$ cat src/rtl/dbf_scan_ctrl_if.sv
// dbf_scan_ctrl_if
// Bundles the scanline sequencer's control inputs and the signals it fans
// out to the DBF channel array and the apodization/summation stage.
//   scan_go, scan_abort         : frame start pulse / abort request
//   dbf_lut_addr, dbf_lut_we    : LUT write address and enable to channels
//   tx_en, start                : transmit window / beamforming enable
//   smp_idx, line_idx           : receive sample index / current scanline
//   busy, line_done, frame_done : status and end-of-line/frame pulses
// master: the sequencer. slave: whatever issues scan_go/scan_abort and
// consumes the outputs.
`timescale 1ns/1ps
interface dbf_scan_ctrl_if #(
  parameter int ADDR_WD = 8,
  parameter int SMP_WD  = 12,
  parameter int LINE_WD = 8
);
  logic               scan_go;
  logic               scan_abort;
  logic [ADDR_WD-1:0] dbf_lut_addr;
  logic               dbf_lut_we;
  logic               tx_en;
  logic               start;
  logic [SMP_WD-1:0]  smp_idx;
  logic [LINE_WD-1:0] line_idx;
  logic               busy;
  logic               line_done;
  logic               frame_done;

  modport master (
    input  scan_go, scan_abort,
    output dbf_lut_addr, dbf_lut_we, tx_en, start, smp_idx, line_idx,
           busy, line_done, frame_done
  );

  modport slave (
    output scan_go, scan_abort,
    input  dbf_lut_addr, dbf_lut_we, tx_en, start, smp_idx, line_idx,
           busy, line_done, frame_done
  );
endinterface

$ cat src/rtl/dbf_scan_ctrl.sv
// dbf_scan_ctrl
// Scanline sequencer for the DBF channel array. Per line: write the delay
// LUTs, hold the transmit window, then run the receive/beamforming window,
// then advance the line. Stops after NUM_LINES lines.
//   clk   : system clock
//   rst_n : asynchronous active-low reset
//   bus   : dbf_scan_ctrl_if master modport (control in, channel/status out)
//
// state  | meaning
// -------+--------------------------------------------------------------
// IDLE   | waiting for scan_go, all outputs 0
// LOAD   | LUT write, dbf_lut_addr = 0..LUT_DEPTH-1
// TX     | tx_en high for TX_CYC cycles
// RX     | start high, smp_idx = 0..RX_SAMPLES-1
// NEXT   | one cycle, line_done (+ frame_done on last line), advance line
`timescale 1ns/1ps
module dbf_scan_ctrl #(
  parameter int ADDR_WD    = 8,
  parameter int LUT_DEPTH  = 256,
  parameter int TX_CYC     = 16,
  parameter int RX_SAMPLES = 2048,
  parameter int SMP_WD     = 12,
  parameter int NUM_LINES  = 128,
  parameter int LINE_WD    = 8
) (
  input  logic            clk,
  input  logic            rst_n,
  dbf_scan_ctrl_if.master bus
);

  localparam int PH_MAX_A = (LUT_DEPTH > TX_CYC) ? LUT_DEPTH : TX_CYC;
  localparam int PH_MAX   = (PH_MAX_A > RX_SAMPLES) ? PH_MAX_A : RX_SAMPLES;
  // One spare bit keeps the width non-zero when every count is 1.
  localparam int PH_WD    = $clog2(PH_MAX) + 1;

  localparam logic [PH_WD-1:0]   LUT_LAST  = PH_WD'(LUT_DEPTH - 1);
  localparam logic [PH_WD-1:0]   TX_LAST   = PH_WD'(TX_CYC - 1);
  localparam logic [PH_WD-1:0]   RX_LAST   = PH_WD'(RX_SAMPLES - 1);
  localparam logic [LINE_WD-1:0] LINE_LAST = LINE_WD'(NUM_LINES - 1);

  localparam logic [2:0] S_IDLE = 3'd0;
  localparam logic [2:0] S_LOAD = 3'd1;
  localparam logic [2:0] S_TX   = 3'd2;
  localparam logic [2:0] S_RX   = 3'd3;
  localparam logic [2:0] S_NEXT = 3'd4;

  logic [2:0]         state, nxt_state;
  logic [PH_WD-1:0]   phase, nxt_phase;
  logic [LINE_WD-1:0] line_q, nxt_line;

  always_comb begin
    nxt_state = state;
    nxt_phase = phase + 1'b1;
    nxt_line  = line_q;
    case (state)
      S_IDLE: begin
        nxt_phase = '0;
        nxt_line  = '0;
        if (bus.scan_go && !bus.scan_abort) nxt_state = S_LOAD;
      end
      S_LOAD: begin
        if (phase == LUT_LAST) begin
          nxt_state = S_TX;
          nxt_phase = '0;
        end
      end
      S_TX: begin
        if (phase == TX_LAST) begin
          nxt_state = S_RX;
          nxt_phase = '0;
        end
      end
      S_RX: begin
        if (phase == RX_LAST) begin
          nxt_state = S_NEXT;
          nxt_phase = '0;
        end
      end
      S_NEXT: begin
        nxt_phase = '0;
        if (line_q == LINE_LAST) begin
          nxt_state = S_IDLE;
          nxt_line  = '0;
        end else begin
          nxt_state = S_LOAD;
          nxt_line  = line_q + 1'b1;
        end
      end
      default: begin
        nxt_state = S_IDLE;
        nxt_phase = '0;
        nxt_line  = '0;
      end
    endcase
    // Abort overrides every transition, including the one out of NEXT.
    if (state != S_IDLE && bus.scan_abort) begin
      nxt_state = S_IDLE;
      nxt_phase = '0;
      nxt_line  = '0;
    end
  end

  // Outputs are decoded from the next-state values so each one comes
  // straight off a flop and lines up with the state it belongs to.
  always_ff @(posedge clk or negedge rst_n) begin
    if (!rst_n) begin
      state          <= S_IDLE;
      phase          <= '0;
      line_q         <= '0;
      bus.dbf_lut_we   <= 1'b0;
      bus.dbf_lut_addr <= '0;
      bus.tx_en        <= 1'b0;
      bus.start        <= 1'b0;
      bus.smp_idx      <= '0;
      bus.busy         <= 1'b0;
      bus.line_done    <= 1'b0;
      bus.frame_done   <= 1'b0;
    end else begin
      state          <= nxt_state;
      phase          <= nxt_phase;
      line_q         <= nxt_line;
      bus.dbf_lut_we   <= (nxt_state == S_LOAD);
      bus.dbf_lut_addr <= (nxt_state == S_LOAD) ? ADDR_WD'(nxt_phase) : '0;
      bus.tx_en        <= (nxt_state == S_TX);
      bus.start        <= (nxt_state == S_RX);
      bus.smp_idx      <= (nxt_state == S_RX) ? SMP_WD'(nxt_phase) : '0;
      bus.busy         <= (nxt_state != S_IDLE);
      bus.line_done    <= (nxt_state == S_NEXT);
      bus.frame_done   <= (nxt_state == S_NEXT) && (nxt_line == LINE_LAST);
    end
  end

  assign bus.line_idx = line_q;

endmodule

$ cat src/flat_wrapper.sv
// flat-port wrapper written by rule: the top's interface ports become plain ports
module dbf_scan_ctrl_flat 
#(
  parameter int ADDR_WD    = 8,
  parameter int LUT_DEPTH  = 256,
  parameter int TX_CYC     = 16,
  parameter int RX_SAMPLES = 2048,
  parameter int SMP_WD     = 12,
  parameter int NUM_LINES  = 128,
  parameter int LINE_WD    = 8
)
  (clk, rst_n, bus_scan_go, bus_scan_abort, bus_dbf_lut_addr, bus_dbf_lut_we, bus_tx_en, bus_start, bus_smp_idx, bus_line_idx, bus_busy, bus_line_done, bus_frame_done);
  dbf_scan_ctrl_if #(.ADDR_WD(ADDR_WD), .SMP_WD(SMP_WD), .LINE_WD(LINE_WD)) bus_i ();
  input  logic clk;
  input  logic rst_n;
  input wire logic [$bits(bus_i.scan_go)-1:0] bus_scan_go;
  input wire logic [$bits(bus_i.scan_abort)-1:0] bus_scan_abort;
  output wire logic [$bits(bus_i.dbf_lut_addr)-1:0] bus_dbf_lut_addr;
  output wire logic [$bits(bus_i.dbf_lut_we)-1:0] bus_dbf_lut_we;
  output wire logic [$bits(bus_i.tx_en)-1:0] bus_tx_en;
  output wire logic [$bits(bus_i.start)-1:0] bus_start;
  output wire logic [$bits(bus_i.smp_idx)-1:0] bus_smp_idx;
  output wire logic [$bits(bus_i.line_idx)-1:0] bus_line_idx;
  output wire logic [$bits(bus_i.busy)-1:0] bus_busy;
  output wire logic [$bits(bus_i.line_done)-1:0] bus_line_done;
  output wire logic [$bits(bus_i.frame_done)-1:0] bus_frame_done;
  assign bus_i.scan_go = bus_scan_go;
  assign bus_i.scan_abort = bus_scan_abort;
  assign bus_dbf_lut_addr = bus_i.dbf_lut_addr;
  assign bus_dbf_lut_we = bus_i.dbf_lut_we;
  assign bus_tx_en = bus_i.tx_en;
  assign bus_start = bus_i.start;
  assign bus_smp_idx = bus_i.smp_idx;
  assign bus_line_idx = bus_i.line_idx;
  assign bus_busy = bus_i.busy;
  assign bus_line_done = bus_i.line_done;
  assign bus_frame_done = bus_i.frame_done;
  dbf_scan_ctrl #(.ADDR_WD(ADDR_WD), .LUT_DEPTH(LUT_DEPTH), .TX_CYC(TX_CYC), .RX_SAMPLES(RX_SAMPLES), .SMP_WD(SMP_WD), .NUM_LINES(NUM_LINES), .LINE_WD(LINE_WD)) u_core (.clk(clk), .rst_n(rst_n), .bus(bus_i));
endmodule
$ cat config.mk
export PLATFORM = sky130hd
export DESIGN_NAME = dbf_scan_ctrl_flat
export DESIGN_NICKNAME = d
export VERILOG_FILES = /design/src/rtl/dbf_scan_ctrl_if.sv /design/src/rtl/dbf_scan_ctrl.sv /design/src/flat_wrapper.sv
export SDC_FILE = /design/constraint.sdc
export NUM_CORES = 1
export LEC_CHECK = 0
export ABC_AREA = 1
export BUFFER_PORTS_ARGS = -buffer_cell sky130_fd_sc_hd__buf_2
export CAP_MARGIN = 5
export CORE_MARGIN = 5
export CORE_UTILIZATION = 55
export DETAILED_ROUTE_END_ITERATION = 12
export GPL_TIMING_DRIVEN = 0
export PLACE_DENSITY = 0.78
export REMOVE_ABC_BUFFERS = 1
export SLEW_MARGIN = 20
export SYNTH_ARGS = -nofsm -noshare
export SYNTH_HDL_FRONTEND = slang
export SYNTH_SLANG_ARGS = --single-unit
$ cat constraint.sdc
create_clock -name clk -period 1.9 [get_ports clk]
set_clock_uncertainty 0.2 [all_clocks]
set_input_delay 0.38 -clock clk [delete_from_list [all_inputs] [get_ports clk]]
set_output_delay 0.38 -clock clk [all_outputs]
set_load 0.02 [all_outputs]
[Word level (Yosys, flattened, before mapping)]
Index checks and enable logic that the tools add are counted.
Storage, ports and cells
  flip-flop bits (word level): 49
  output and inout bits: 34
  word-level logic and storage cells: 51
Operators by class
  add/sub/neg operators: 2
  equal/unequal tests: 13
  mux-type cells: 17
  reduce and logical (&&, ||, !) cells: 8
Operators with widths (count)
  $mux W12: 5
  $pmux W12 S3: 1
  $mux W8: 3
  $eq A8 B7 Y1 const B: 2
  $pmux W8 S2: 1
  $mux W3: 5
  $pmux W3 S5: 1
  $add A12 B1 Y12 const B: 1
  $eq A12 B11 Y1 const B: 1
  $eq A12 B4 Y1 const B: 1
  $eq A12 B8 Y1 const B: 1
  $eq A3 B2 Y1 const B: 4
  $add A8 B1 Y8 const B: 1
  $eq A3 B1 Y1 const B: 2
  $eq A3 B3 Y1 const B: 2
  $reduce_bool A3 Y1: 2
  $logic_and A1 B1 Y1: 3
  $logic_not A3 Y1: 1
  $reduce_or A3 Y1: 1
  $logic_not A1 Y1: 1
  $mux W1: 1

[Longest topological paths before layout]
  depth after elaboration: 7
  gate-level depth with buffers: 11

[Worst setup path before layout]
OpenSTA, ideal clock, no wires.
  kind: reg-to-reg
  from: register u_core.line_q[1], in the netlist u_core.bus.line_idx[1]
  to: register u_core.bus.smp_idx[3]
  data arrival time: 1.588 ns
  slack: -0.006 ns
  cell stages (with the launch flop): 12
  path buffers: 1
  period minus slack after synthesis: 1.906 ns
  path through: dfrtp_1 > ha_1 > nand2_2 > nor2_2 > nand2_1 > nand2_2 > o21ai_2 > nor2_2 > nand2_2 > nand2_2 > buf_6 > nor2_1
On the way
  word-level cells in the longest chain between the ends: 6
RTL lines
  from (decl): RTL line dbf_scan_ctrl.sv:49  | logic [LINE_WD-1:0] line_q, nxt_line;
  from (signal assigned): RTL line dbf_scan_ctrl.sv:121  | line_q <= nxt_line;
  $eq A8 B7 Y1: RTL line dbf_scan_ctrl.sv:81  | if (line_q == LINE_LAST) begin
  $mux W1: RTL line dbf_scan_ctrl.sv:81
  $pmux W3 S5: RTL line dbf_scan_ctrl.sv:55  | case (state)
  $mux W3: RTL line dbf_scan_ctrl.sv:96  | if (state != S_IDLE && bus.scan_abort) begin
  $eq A3 B2 Y1: RTL line dbf_scan_ctrl.sv:126  | bus.smp_idx <= (nxt_state == S_RX) ? SMP_WD'(nxt_phase) : '0;
  $mux W12: RTL line dbf_scan_ctrl.sv:126
  to (signal assigned): RTL line dbf_scan_ctrl.sv:126
  to (decl): RTL line dbf_scan_ctrl_if.sv:31  | output dbf_lut_addr, dbf_lut_we, tx_en, start, smp_idx, line_idx,
No other way between the ends.

[Worst setup path in the final report]
  from: register u_core.phase[0]
  to: register u_core.bus.dbf_lut_addr[1]
On the way
  word-level cells in the longest chain between the ends: 6
RTL lines
  from (decl): RTL line dbf_scan_ctrl.sv:48  | logic [PH_WD-1:0] phase, nxt_phase;
  from (signal assigned): RTL line dbf_scan_ctrl.sv:120  | phase <= nxt_phase;
  branches (longest 5 deep; another with $add A12 B1 Y12)
  $mux W8 *: RTL line dbf_scan_ctrl.sv:123  | bus.dbf_lut_addr <= (nxt_state == S_LOAD) ? ADDR_WD'(nxt_phase) : '0;
  to (signal assigned): RTL line dbf_scan_ctrl.sv:123
  to (decl): RTL line dbf_scan_ctrl_if.sv:31
Every way passes the cells marked *.

==> qor.yml <==
final_cell_count_no_fill: 379
place_congestion: 0.861
io_buffer_count: 37
htreeDepth: 2
place_ws_ps: -178
final.fill_count: 341
path_buf_inv: 2
syn_avg_cell_area_um2: 8.25
critPathKind: "register to register"
initial_core_util_pct: 57.4
route.detailed.wl_per_inst_um: 13.2
crit_required_ps: 1940
routed_wirelength_mm: 5.01
synth_cell_types: 23
cp_cell_sequence: "ha_2 -> nand3_2 -> inv_2 -> nand3_1 -> nand3_1 -> inv_1 -> nor2_4 -> nand3_2 -> nor2_1"
ys_ff_latch: 49
rsz0062_at_grt: "yes"
layout-drive-gt1-share_pct: 26.4
clock_latency_ps: 310
worstPathArrival_ps: 1880
yosys-top-cells-count: "nand2_1 (61), inv_1 (51), dfrtp_1 (49)"
dp_cells: 364
cts_root_buffer: "clkbuf_8"
drv_cap: 0
r2r_cells: 9
pin_count: 38
multi_input_area_um2: 967
die_area_mm2: 0.00560
routed.top_layer: "met4"
postRouteAntennaNets: 0
cp.depth: 9
first_global_vias: 1772
cts_made_buffers: 5
cpPeakStageDelay_ps: 390
die_h_um: 74.8
tns_ps: 0
clk_pin_slew_ps: 90
syn_area_mm2: 0.00231
dr_wl_met3_um: 319
coreArea_mm2: 0.00403
netlist_instances: 280
fin_ws_ps: 58.6
yosys.area.top_type_share_pct: 53.1
holdPathStages: 4
status: "complete, no violations"
min_period_over_period_pct: 96.9
power_density_mw_per_mm2: 800
async_reset_ff_share_pct: 100
final-seq-area_mm2: 0.00123
fmax_mhz: 543
drcViolationCount: 0
fin_crit_ps: 1840
synth_top_cell_by_area: "dfrtp_1"
hold_viol: 0
vias_per_cell: 5.05
start_kind: "register"
synthTopCellsByArea: "dfrtp_1 (53%), nand2_1 (9.9%), inv_1 (8.3%), nand3_1 (6.5%), nor2_1 (6.2%)"
ir_worst_vdd_v: 0.000466
yosysSeqAreaShare_pct: 53.1
die_x_um: 74.8
grt_usage_pct: 18.1
relSlewSlack_pct: 61.0
routed-wl-met2_mm: 2.42
syn2layout_area_growth_pct: 20.4
p_leak_nw: 1.61
drv_slew: 0
met1_length_mm: 2.17
synth_edf_count: 0
hold_path.class: "input port to register"
layout.nets: 334
tightest_slew_ps: 585
setup_viol: 0
grt_pass1_wl_mm: 7.66
drtPass1Iterations: 4
critPathTopFamily: "simple AND/OR/NAND/NOR gates"
cp-end-kind: "register"
total_power_mw: 2.23
crit_slowest_cell: "dfrtp_1"
antenna_found_initial: 0
cts.sinks: 49
synth_ff_type: "dfrtp_1"
cts_tree: "built"
diodes: 0
overflow: 0
cp_max_fo: 4
ys_warn_count: 0
yosysMostFrequentCell: "nand2_1"
rows: 23
utilization_pct: 69.0
grt_max_degree: 50
dpl.hpwl_mm: 3.30
clockBufferDepth: 2
vias: 1915
drt_iter0_markers: 144
## repair_timing
action	CTS	global route
hold endpoints to repair	0	49
setup endpoints to repair	17	36
pin swaps	0	4
hold buffers	0	1
resized for setup	2	20
buffers inserted	0	5
cloned	0	1
## cells in the final DEF, fill, tap and decap left out, drive strengths merged
cell         synthesis  routed
a21oi                7       7
buf                  3      42
clkbuf               0       5
clkinvlp             0       2
dfrtp               49      49
dlygate4sd3          0       1
ha                   2       2
inv                 52      53
nand2               68      68
nand3               32      33
nand3b               1       1
nand4                2       2
nor2                47      47
nor3                 5       5
o21ai                6       6
o21bai               1       1
xor2                 5       5
## routing by layer
layer,vias to the layer above,GRT usage (%)
li1,948,-
met3,11,3.20
met5,-,0
met2,65,29.8
met4,0,7.11
met1,891,24.0
## state kept, by name (all words and copies together) (netlist names)
signal / cells
u_core.phase: 12
u_core.bus.dbf_lut_addr: 8
u_core.bus.dbf_lut_we: 1
u_core.bus.busy: 1
u_core.state: 3
u_core.bus.smp_idx: 12
u_core.bus.frame_done: 1
u_core.bus.line_done: 1
u_core.bus.line_idx: 8
u_core.bus.start: 1
u_core.bus.tx_en: 1
## cell families (layout without fill, tap and decap cells)
family          Yosys count  in the layout  share of synthesized area, %
xor+xnor                  5              5                          1.89
simple gates            155            156                          31.0
flops                    49             49                          53.1
buf+inv                  55            103                          9.64
compound gates           14             14                          3.30
fa+ha+maj                 2              2                          1.08
## through the flow
step | instance area (µm²) | hold WS (ps)
final | 2780 | 265
after global routing | 2780 | 275
after CTS | 2640 | 84.1
after detailed placement | 2540 | 374
after global placement | 2530 | 377
after floorplan | 2280 | -116
## power by group
group / switching, mW / internal (mW) / total (mW) / leakage, nW
clock network: 0.362 / 0.268 / 0.630 / 0.0423
logic: 0.365 / 0.125 / 0.490 / 0.889
registers: 0.0265 / 1.08 / 1.11 / 0.679
## worst min-delay path, delay by kind of cell
kind | cells | cell delay (ps)
buffers and inverters | 1 | 160
and+or+nand+nor | 3 | 190
## worst paths after layout
check | start | to | slack [ps]
max | u_core.phase[0] | u_core.bus.dbf_lut_addr[1] | 60
min | bus_scan_abort | u_core.bus.line_idx[6] | 260
max reg2reg | u_core.phase[0] | u_core.bus.dbf_lut_addr[1] | 60
min reg2reg | u_core.bus.line_idx[6] | u_core.bus.line_idx[6] | 410
max in group asynchronous | rst_n | u_core.bus.smp_idx[11] | 690
min in group asynchronous | rst_n | u_core.bus.line_idx[3] | 420
## layout make-up
class | count | share of cell area (%)
flip-flops and latches | 49 | 44.1
multi-input cells | 177 | 34.8
repair buffers | 43 | 8.46
inverters | 52 | 7.02
clock buffers | 5 | 2.47
well taps | 50 | 2.25
clock inverters | 3 | 0.945
Note: power is estimated with default switching activity, not from simulation.
